**config.mk**
```make
export PLATFORM = sky130hd
export DESIGN_NAME = fetch_stage
export DESIGN_NICKNAME = d
export VERILOG_FILES = /design/src/rtl/fetch_stage.sv
export SDC_FILE = /design/constraint.sdc
export NUM_CORES = 1
export LEC_CHECK = 0
export ABC_AREA = 1
export CAP_MARGIN = 20
export CORE_MARGIN = 2
export CORE_UTILIZATION = 48
export CTS_BUF_LIST = sky130_fd_sc_hd__clkbuf_16
export CTS_CLUSTER_SIZE = 25
export DETAILED_ROUTE_END_ITERATION = 10
export PLACE_DENSITY = 0.77
export SLEW_MARGIN = 25
export SYNTH_ARGS = -nofsm -noshare
export SYNTH_HDL_FRONTEND = slang
export SYNTH_SLANG_ARGS = --single-unit
```
**constraint.sdc**
```tcl
create_clock -name clk -period 2 [get_ports clk]
set_input_delay 0.3 -clock clk [delete_from_list [all_inputs] [get_ports clk]]
set_output_delay 0.3 -clock clk [all_outputs]
set_load 0.01 [all_outputs]
```
**src/rtl/fetch_stage.sv**
```systemverilog
// Instruction fetch + IF/ID register; optional FETCH_ALIGN_CHECK_EN faults odd redirect targets into HALT.
// Latency: 1 cycle from imem_ready to IF/ID; a returned word is parked in a one-entry hold register during stall.
// Backpressure: stall freezes IF/ID and blocks new requests; outstanding requests always run to imem_ready.
module fetch_stage #(
    parameter logic [15:0] RESET_PC  = 16'h0000,
    parameter logic [15:0] NOP_INSTR = 16'h0800
) (
    input  logic        clk,
    input  logic        rst,
    input  logic        stall,
    input  logic        redirect,
    input  logic [15:0] redirect_pc,
    input  logic        fetch_enable,
    output logic        imem_rd,
    output logic [15:0] imem_addr,
    input  logic [15:0] imem_rdata,
    input  logic        imem_ready,
    output logic [15:0] instruction,
    output logic [15:0] PC_2,
    output logic        valid,
    output logic        err
);

    typedef enum logic [1:0] {S_FETCH, S_WAIT, S_DRAIN, S_HALT} state_t;

    state_t      state, state_nxt;
    logic [15:0] pc, pc_nxt;
    logic [15:0] addr_q, addr_nxt;
    logic        halt_pending, halt_pending_nxt;
    logic        hold_valid, hold_valid_nxt;
    logic [15:0] hold_instr, hold_instr_nxt;
    logic [15:0] hold_pc2, hold_pc2_nxt;
    logic [15:0] instr_nxt, pc2_nxt;
    logic        valid_nxt;
    logic        err_q, err_nxt;
    logic        word_vld;
    logic [15:0] word_pc2;
    logic        redir_bad;
    logic [15:0] redir_target;

`ifdef FETCH_ALIGN_CHECK_EN
    assign redir_bad    = redirect && redirect_pc[0] && (state != S_HALT);
    assign redir_target = redirect_pc;
`else
    assign redir_bad    = 1'b0;
    assign redir_target = redirect_pc & 16'hFFFE;
`endif

    assign err      = err_q;
    assign word_pc2 = imem_addr + 16'd2;

    // Fetch FSM: request generation and PC ownership.
    always_comb begin
        state_nxt        = state;
        pc_nxt           = pc;
        addr_nxt         = addr_q;
        halt_pending_nxt = halt_pending;
        err_nxt          = err_q | redir_bad;
        imem_rd          = 1'b0;
        imem_addr        = addr_q;
        word_vld         = 1'b0;

        case (state)
            S_FETCH: begin
                imem_addr = pc;
                if (!fetch_enable) begin
                    state_nxt = S_HALT;
                end else if (redirect) begin
                    if (redir_bad) state_nxt = S_HALT;
                    else           pc_nxt    = redir_target;
                end else if (!stall && !hold_valid) begin
                    imem_rd  = 1'b1;
                    addr_nxt = pc;
                    if (imem_ready) begin
                        word_vld = 1'b1;
                        pc_nxt   = pc + 16'd2;
                    end else begin
                        state_nxt = S_WAIT;
                    end
                end
            end
            S_WAIT: begin
                imem_rd = 1'b1;
                if (redirect) begin
                    if (redir_bad) halt_pending_nxt = 1'b1;
                    else           pc_nxt           = redir_target;
                    if (imem_ready) state_nxt = redir_bad ? S_HALT : S_FETCH;
                    else            state_nxt = S_DRAIN;
                end else if (!fetch_enable) begin
                    halt_pending_nxt = 1'b1;
                    state_nxt        = imem_ready ? S_HALT : S_DRAIN;
                end else if (imem_ready) begin
                    word_vld  = 1'b1;
                    pc_nxt    = pc + 16'd2;
                    state_nxt = S_FETCH;
                end
            end
            S_DRAIN: begin
                imem_rd = 1'b1;
                if (redirect) begin
                    if (redir_bad) halt_pending_nxt = 1'b1;
                    else           pc_nxt           = redir_target;
                end
                if (imem_ready) state_nxt = halt_pending_nxt ? S_HALT : S_FETCH;
            end
            S_HALT: begin
                imem_rd = 1'b0;
            end
            default: begin
                state_nxt = S_FETCH;
            end
        endcase

        // An abandoned request is simply dropped; the memory tolerates it.
        if (rst) imem_rd = 1'b0;
    end

    // IF/ID update: redirect beats stall; fetch_enable low freezes the halt word in place.
    always_comb begin
        instr_nxt      = instruction;
        pc2_nxt        = PC_2;
        valid_nxt      = valid;
        hold_valid_nxt = hold_valid;
        hold_instr_nxt = hold_instr;
        hold_pc2_nxt   = hold_pc2;

        if (state == S_HALT) begin
            hold_valid_nxt = hold_valid;
        end else if (redirect) begin
            instr_nxt      = NOP_INSTR;
            valid_nxt      = 1'b0;
            hold_valid_nxt = 1'b0;
        end else if (stall || !fetch_enable) begin
            if (word_vld) begin
                hold_valid_nxt = 1'b1;
                hold_instr_nxt = imem_rdata;
                hold_pc2_nxt   = word_pc2;
            end
        end else if (hold_valid) begin
            instr_nxt      = hold_instr;
            pc2_nxt        = hold_pc2;
            valid_nxt      = 1'b1;
            hold_valid_nxt = 1'b0;
        end else if (word_vld) begin
            instr_nxt = imem_rdata;
            pc2_nxt   = word_pc2;
            valid_nxt = 1'b1;
        end else begin
            instr_nxt = NOP_INSTR;
            valid_nxt = 1'b0;
        end
    end

    always_ff @(posedge clk) begin
        if (rst) begin
            state        <= S_FETCH;
            pc           <= RESET_PC;
            addr_q       <= RESET_PC;
            halt_pending <= 1'b0;
            hold_valid   <= 1'b0;
            hold_instr   <= NOP_INSTR;
            hold_pc2     <= 16'h0000;
            instruction  <= NOP_INSTR;
            PC_2         <= 16'h0000;
            valid        <= 1'b0;
            err_q        <= 1'b0;
        end else begin
            state        <= state_nxt;
            pc           <= pc_nxt;
            addr_q       <= addr_nxt;
            halt_pending <= halt_pending_nxt;
            hold_valid   <= hold_valid_nxt;
            hold_instr   <= hold_instr_nxt;
            hold_pc2     <= hold_pc2_nxt;
            instruction  <= instr_nxt;
            PC_2         <= pc2_nxt;
            valid        <= valid_nxt;
            err_q        <= err_nxt;
        end
    end

    a_req_stable: assert property (@(posedge clk) disable iff (rst)
        (imem_rd && !imem_ready) |=> (rst || (imem_rd && $stable(imem_addr))));

endmodule
```
==> run summary, run 1 <==
The flow ran to the end, and the final reports show no timing, DRC or antenna violations. The placement-stage worst setup slack came out at -0.191 ns. The peak ir drop on the vdd network is 0.000653 V. For the worst setup path, the data required time is approximately 1.7 ns.

The detailed-route via count came out at 5,075. Routed signal wires occupy layers up through met4. The share of the Yosys chip area taken by registers is 0.388.

The floorplan step defined a die boundary enclosing approximately 0.011 mm². The most used flip-flop cell after synthesis is sky130_fd_sc_hd__dfxtp_1. The minimum hold slack came out at 0.458 ns. In the detailed route, the total length drawn on met2 is about 6300 µm.

Measured against its own limit, the worst slew margin works out to 0.611. After detailed routing, the total wire length is 13,100 µm. The setup check on the worst reg-to-reg path leaves a slack of 0.15 ns. The cell area power density came out at 1040 mW/mm². CTS built an H-tree with a depth of 3. The post-placement cell count is about 960. The synthesized cell area is between 0.005 and 0.006 mm². The share of cells above drive strength 1 came out at 0.145.

The root cell of the clock tree is sky130_fd_sc_hd__clkbuf_16. The number of DRC markers after the initial detailed-route iteration came out at 263. Counting every sink on the clock net gives 97.

The initial core utilization came out at 0.490. The category of the critical setup timing path is flip-flop to primary output. The sum of met3 wire segment lengths after detailed routing came out at between 700 and 800 µm. The relative area change from synthesis to final layout came out at 32.5%. The pin count of the biggest net entering global routing came out at 44. The via count of the first global-routing pass is between 4,000 and 5,000. The count of hold buffers inserted by post-cts repair is 0. 0 antenna diodes ended up in the layout. Setup repair after global routing left no endpoint under its margin. The wire length the detailed router placed on met1 is 5860 µm. The critical path capture point type is a primary output. The clock reaches the later pin of the worst-skew pair after 0.34 ns. The vertical die dimension came out at 106 µm. Synthesis produced 719 cells. The worst path needs 1.93 ns of the cycle, external delays included.

The number of antenna violations at the first check in global routing came out at 0. Summed over all cells, the static leakage comes to 2.70 nW. The number of different library cells in the post-synthesis netlist is 40. The floorplan core area is 0.0102 mm². The synthesized area per cell is about 7.0 µm².

The highest achievable clock rate is slightly above 0.5 GHz. Across the routed clock network, the largest skew measured is 0.0145 ns. The post-synthesis async set-or-reset flop share came out at 0. The count of synthesis-stage warnings from yosys is 0.

The final setup TNS came out at 0 ns. The max-cap violation count came out at 0. The number of flops mapped to enable cells by yosys came out at 0. The data arrival at the endpoint of the critical path is 1.63 ns. Input and output buffers added on the ports amount to 84. Setup slack on the critical path of the routed design comes to 0.0707 ns. The layout filler cell count came out at 895. The maximum fanout along the worst path is 3. The total routing resource utilization after global routing came out at 0.234.

STA classifies the critical path startpoint as a flip-flop. The final-stage net count came out at 880. The detailed-router iteration count before antenna repair came out at 5.

The HPWL after detailed placement is 9300 µm. In the final routed layout, each cell accounts on average for 13.5 µm. The number of hold violations in the final report came out at 0.

The global-route wire length before repair is between 20,000 and 25,000 µm. The worst hold-check path type is flip-flop to flip-flop. The multi-input logic area is 0.00271 mm². The detailed-route vias per instance came out at 5.21. The die width is 106 µm. The overall power of the completed layout is about 0.007 W. The sequential cell area is 0.00194 mm². The number of rows created at floorplan is 37. The transition time at the pin with the least slew margin came out at 0.578 ns. The number of pins with negative max-slew slack in the final report is 0. The flip-flop and latch count after synthesis is 97.

The post-route DRC violation count came out at 0. The overflow left after global routing came out at 0. The congestion estimate from routability-driven global placement came to 0.876.

The final count of negative-setup-slack endpoints came out at 0. The final instance count without filler cells came out at 975. TritonCTS built the clock tree. In this run the count of I/O pins placed on the die edge is 89. The total clock buffers created by CTS is 9. The maximum count of clock buffers along a single path came out at 2. The number of nets still failing antenna checks after routing is 0. In the finished design, the share of the clock period the worst path needs comes to 0.965. After clock tree synthesis, the clock-pin slew on the worst setup and hold paths is 0.07 ns.
==> critical path: stages, from the launching register on <==
cell	delay, ns
sky130_fd_sc_hd__dfxtp_2	0.33
sky130_fd_sc_hd__inv_2	0.05
sky130_fd_sc_hd__buf_4	0.13
sky130_fd_sc_hd__ha_1	0.30
sky130_fd_sc_hd__o21ai_0	0.09
sky130_fd_sc_hd__a21oi_1	0.21
sky130_fd_sc_hd__buf_2	0.18
==> worst paths after layout <==
kind / startpoint / end / cells past startpoint
worst max-delay path: state[0]$_SDFFE_PP0P_ / imem_rd / 6
worst min-delay path: instruction[6]$_SDFFE_PP0P_ / instruction[6]$_SDFFE_PP0P_ / 2
worst max register to register: state[0]$_SDFFE_PP0P_ / hold_pc2[13]$_SDFFE_PP0P_ / 12
worst min register to register: instruction[6]$_SDFFE_PP0P_ / instruction[6]$_SDFFE_PP0P_ / 2
==> Yosys cell counts, drive strengths merged (4+ instances only) <==
cell type    n  area (µm²)
nor2        64         265
inv         56         215
buf         24         186
nand4        9        56.3
a21oi       82         410
a211oi       7        52.6
nand3       36         195
mux2i       16         160
nand2      217         852
o21ai       61         305
xor2         4        35.0
dfxtp       97        1940
nor3        10        83.8
clkbuf      12        46.3
ha           8         100
==> metal layers <==
layer | global-route usage | up-vias
li1 | - | 2581
met5 | 0 | -
met3 | 0.0288 | 16
met4 | 0.0836 | 0
met2 | 0.388 | 152
met1 | 0.314 | 2326
==> stage by stage <==
stage	instance area (µm²)	utilization
after CTS	6550	0.640
final	6630	0.648
after global placement	6270	0.613
after detailed placement	6270	0.613
after global routing	6630	0.648
after floorplan	5020	-
==> where the power goes <==
group	switching [W]	internal [W]
sequential	0.000168	0.00212
clock	0.000797	0.000868
combinational	0.00167	0.00127
total	0.00263	0.00427
==> timing repair <==
action,CTS,global route
setup endpoints to repair,36,27
pin swaps,1,4
setup buffers,0,1
gates resized for setup,25,19
==> state kept, by name, indices dropped and copies added (netlist names) <==
register      count
hold_pc2         15
PC_2             15
pc               15
state             2
hold_instr       16
valid             1
halt_pending      1
instruction      16
addr_q           15
hold_valid        1
==> cells by family after synthesis <==
group | Yosys count | synth area share
simple gates | 340 | 0.295
compound gates | 158 | 0.165
xor+xnor | 5 | 0.00874
fa+ha+maj | 8 | 0.0200
flops | 97 | 0.388
mux | 16 | 0.0320
other cells | 1 | 0.000749
buf+inv | 94 | 0.0912
==> layout by cell type, fill, tap and decap left out, types with 3 or more instances in the layout <==
cell type | Yosys | final
sky130_fd_sc_hd__a211oi_1 | 7 | 7
sky130_fd_sc_hd__o21ai_0 | 43 | 42
sky130_fd_sc_hd__nor2_2 | 7 | 10
sky130_fd_sc_hd__nand2_1 | 210 | 206
sky130_fd_sc_hd__buf_4 | 5 | 48
sky130_fd_sc_hd__nand2_4 | 4 | 4
sky130_fd_sc_hd__nor3_4 | 3 | 3
sky130_fd_sc_hd__dlygate4sd2_1 | 0 | 15
sky130_fd_sc_hd__clkbuf_16 | 0 | 9
sky130_fd_sc_hd__nor3_1 | 7 | 7
sky130_fd_sc_hd__buf_12 | 0 | 6
sky130_fd_sc_hd__nand4_1 | 9 | 9
sky130_fd_sc_hd__clkinvlp_4 | 0 | 3
sky130_fd_sc_hd__inv_2 | 4 | 6
sky130_fd_sc_hd__nand3_1 | 33 | 31
sky130_fd_sc_hd__o21ai_1 | 18 | 18
sky130_fd_sc_hd__clkdlybuf4s50_1 | 0 | 68
sky130_fd_sc_hd__mux2i_1 | 16 | 16
sky130_fd_sc_hd__nand3_2 | 3 | 5
sky130_fd_sc_hd__conb_1 | 1 | 3
sky130_fd_sc_hd__nand2_2 | 3 | 7
sky130_fd_sc_hd__nor2_1 | 56 | 52
sky130_fd_sc_hd__dfxtp_1 | 97 | 95
sky130_fd_sc_hd__a21oi_1 | 82 | 81
sky130_fd_sc_hd__xor2_2 | 0 | 3
sky130_fd_sc_hd__inv_1 | 50 | 48
sky130_fd_sc_hd__ha_1 | 8 | 6
==> layout make-up <==
type / instances / area share
Inverter: 58 / 0.0341
Multi-Input combinational cell: 530 / 0.408
Clock inverter: 7 / 0.00943
Timing Repair Buffer: 138 / 0.196
Tap cell: 136 / 0.0257
Sequential cell: 97 / 0.293
Clock buffer: 9 / 0.0339
Note: power is estimated with default switching activity, not from simulation.
==> run 2, diff against run 1 <==
--- a/config.mk
+++ b/config.mk
@@ -6,7 +6,7 @@
 export NUM_CORES = 1
 export LEC_CHECK = 0
 export ABC_AREA = 1
-export CAP_MARGIN = 20
+export CAP_MARGIN = 5
 export CORE_MARGIN = 2
 export CORE_UTILIZATION = 48
 export CTS_BUF_LIST = sky130_fd_sc_hd__clkbuf_16
==> results of run 2 <==
Final layout, timing and power as in run 1 (identical DEF).
==> run 3, diff against run 2 <==
--- a/config.mk
+++ b/config.mk
@@ -8,11 +8,11 @@
 export ABC_AREA = 1
 export CAP_MARGIN = 5
 export CORE_MARGIN = 2
-export CORE_UTILIZATION = 48
+export CORE_UTILIZATION = 53
 export CTS_BUF_LIST = sky130_fd_sc_hd__clkbuf_16
 export CTS_CLUSTER_SIZE = 25
 export DETAILED_ROUTE_END_ITERATION = 10
-export PLACE_DENSITY = 0.77
+export PLACE_DENSITY = 0.82
 export SLEW_MARGIN = 25
 export SYNTH_ARGS = -nofsm -noshare
 export SYNTH_HDL_FRONTEND = slang
==> constraint.sdc (replaced) <==
create_clock -name clk -period 1.9 [get_ports clk]
set_input_delay 0.285 -clock clk [delete_from_list [all_inputs] [get_ports clk]]
set_output_delay 0.285 -clock clk [all_outputs]
set_load 0.01 [all_outputs]
==> run 3 against run 2 <==
Cell count shrank 0.92%. Die area shrank 9.1%. Via count grew 5.0%. Highest routed layer unchanged. Largest power group unchanged. Combinational power grew 21%. The run now ends with negative setup slack left. Total power grew 11%.
==> run summary, run 3 (same netlist as run 1, synthesis figures left out) <==
The run finished, with violations left. The final reports fail on negative setup slack. The vertical die dimension came out at 101 µm (-4.7%). The HPWL after detailed placement came out at 9220 µm (-0.76%). The total clock buffers created by CTS came out at 9 (unchanged). The worst hold path belongs to the class flip-flop to flip-flop. The critical path capture point type is a flip-flop. The clock skew came to 0.00612 ns (-0.00841 ns). The placement-stage worst setup slack is -0.168 ns (+0.0239 ns).

The depth of the CTS H-tree is 3 (unchanged). The floorplan core area is 0.00920 mm² (-10%). In the layout the commonest cells are sky130_fd_sc_hd__nand2_1, sky130_fd_sc_hd__dfxtp_1, sky130_fd_sc_hd__a21oi_1. The max-cap violation count came out at 0 (unchanged).

The detailed-router iteration count before antenna repair came out at 5 (unchanged). The cell sitting at the root of the clock tree is a sky130_fd_sc_hd__clkbuf_16. Setup repair after global routing could not meet its margin everywhere. The overflow left after global routing came out at 0 (unchanged). The insertion delay to the later sink of the worst-skew pair came to 0.35 ns (about the same). The via count of the first global-routing pass is 4,915 (+3.9%). The data arrival at the endpoint of the critical path is 2.20 ns (+0.57 ns). The transition time at the pin with the least slew margin is 0.528 ns (-0.0499 ns).

The number of rows created at floorplan is 35 (-5.4%). The number of hold violations in the final report is 0 (unchanged). The pin count of the biggest net entering global routing is 44 (unchanged). The maximum fanout along the worst path came to 7 (+4). The die area is 0.0102 mm² (-9.1%).

TritonCTS built the clock tree. The overall power of the completed layout came to 0.00768 W (+11%). The highest achievable clock rate came out at 0.521 GHz. The maximum count of clock buffers along a single path was 2 (unchanged). Leaving out fill and tap cells, the most frequent cell in the layout is sky130_fd_sc_hd__nand2_1.

The final-stage net count came out at 896 (+1.8%). The wire length reported by the detailed router is 14,400 µm (+9.8%). The final critical-path required period came out at 1.92 ns. The peak ir drop on the vdd network is 0.000753 V (+15%). The share of cells above drive strength 1 came to 0.198 (+0.0522). The number of antenna violations at the first check in global routing is 0 (unchanged). The post-route DRC violation count is 0 (unchanged). The post-placement cell count is 939 (-2.0%). The cell area power density came out at 1130 mW/mm² (+8.5%). The leakage dissipation is 2.77 nW (+2.4%).

The minimum setup slack in the final design came out at -0.0181 ns (-0.0888 ns). The utilization after layout was 0.740 (+0.0920). The clock-pin slew on the worst setup and hold paths came out at 0.07 ns (about the same). The worst setup path is launched from a flip-flop. The total routing resource utilization after global routing is 0.266 (+0.0316). The detailed-route via count was 5,329 (+5.0%). The number of pins with negative max-slew slack in the final report came out at 0 (unchanged). The global-route wire length before repair came to 22,200 µm (+2.8%).

The final instance count without filler cells came out at 966 (-0.92%). The final count of negative-setup-slack endpoints came out at 4 (+4). The category of the critical setup timing path is flip-flop to flip-flop. The layout filler cell count is 645 (-28%). The largest registers in the layout are hold_instr x16, instruction x16.

The required time of the critical path came out at 2.18 ns (+0.48 ns). The normalized max-slew margin came to 0.645 (+0.0335). The number of input and output port buffers inserted came out at 84 (unchanged).

The relative area change from synthesis to final layout came out at 35.9%. The total placed instance area came to 0.00632 mm² (+0.76%). The clock sink count is 97 (unchanged). The number of I/O pins is 89 (unchanged). The die width came out at 101 µm (-4.7%).

The detailed-route wire length per cell came to 14.9 µm (+11%). The number of inserted diodes came out at 0 (unchanged). The final standard cell area without fillers is 0.00681 mm² (+2.6%).

The number of nets still failing antenna checks after routing came out at 0 (unchanged). The number of DRC markers after the initial detailed-route iteration came out at 290 (+10%). The initial core utilization is 0.545 (+0.0551). The detailed-route vias per instance came out at 5.52 (+6.0%).

The global placer's final weighted congestion is 0.926 (+5.7%). Of the available clock period, the critical path in the final layout requires 1.01.
-- run 3: where the power goes --
group,leakage [nW],internal (W),switching [W]
clock,0.125,0.000885,0.000810
sequential,0.787,0.00224,0.000203
combinational,1.85,0.00157,0.00198
total,2.77,0.00469,0.00299
-- run 3: area by class of cell --
type,count,area [µm²],share of cell area
Clock inverter,7,47.5,0.00698
Clock buffer,9,225,0.0331
Inverter,58,233,0.0342
Timing Repair inverter,1,5.00,0.000735
Timing Repair Buffer,153,1400,0.206
Multi-Input combinational cell,530,2820,0.413
Tap cell,111,139,0.0204
Sequential cell,97,1940,0.286
-- run 3: repair_timing --
item | in CTS | in global routing
endpoints found under the setup margin | 45 | 36
setup buffers | 3 | 7
hold buffers | 0 | 0
cloned | 0 | 1
resized for setup | 43 | 60
pin swaps | 4 | 12
-- run 3: routing by layer --
layer / vias up / GRT usage / part of all wire
li1: 2597 / - / -
met1: 2472 / 0.339 / 0.41
met2: 229 / 0.460 / 0.51
met3: 31 / 0.0400 / 0.065
met4: 0 / 0.0894 / 0.020
met5: - / 0 / 0
-- run 3: final timing paths --
kind / from / to / slack (ns) / cells past startpoint
setup / recovery: state[0]$_SDFFE_PP0P_ / hold_pc2[7]$_SDFFE_PP0P_ / -0.02 / 12
hold / removal: instruction[6]$_SDFFE_PP0P_ / instruction[6]$_SDFFE_PP0P_ / 0.46 / 2
setup reg to reg: state[0]$_SDFFE_PP0P_ / hold_pc2[7]$_SDFFE_PP0P_ / -0.02 / 12
hold reg to reg: instruction[6]$_SDFFE_PP0P_ / instruction[6]$_SDFFE_PP0P_ / 0.46 / 2
-- run 3: per-stage QoR --
| step | TNS, ns | hold WS [ns] |
|---|---|---|
| 2_1_floorplan | 0 | 0.398 |
| 3_3_place_gp | -3.17 | 0.437 |
| 3_5_place_dp | -6.09 | 0.452 |
| 4_1_cts | 0 | 0.462 |
| 5_1_grt | -1.78 | 0.475 |
| 6_report | -0.0421 | 0.461 |
-- run 3: critical path: stages (launching register included) --
cell and delay (ns):
sky130_fd_sc_hd__dfxtp_2 0.33, sky130_fd_sc_hd__inv_2 0.08, sky130_fd_sc_hd__ha_4 0.22, sky130_fd_sc_hd__nand2_2 0.10, sky130_fd_sc_hd__nand2_4 0.10, sky130_fd_sc_hd__buf_6 0.10, sky130_fd_sc_hd__ha_4 0.15, sky130_fd_sc_hd__nand3_4 0.10
sky130_fd_sc_hd__nor2_4 0.19, sky130_fd_sc_hd__xor2_2 0.22, sky130_fd_sc_hd__buf_4 0.16, sky130_fd_sc_hd__nor2_2 0.03, sky130_fd_sc_hd__nor2_1 0.07
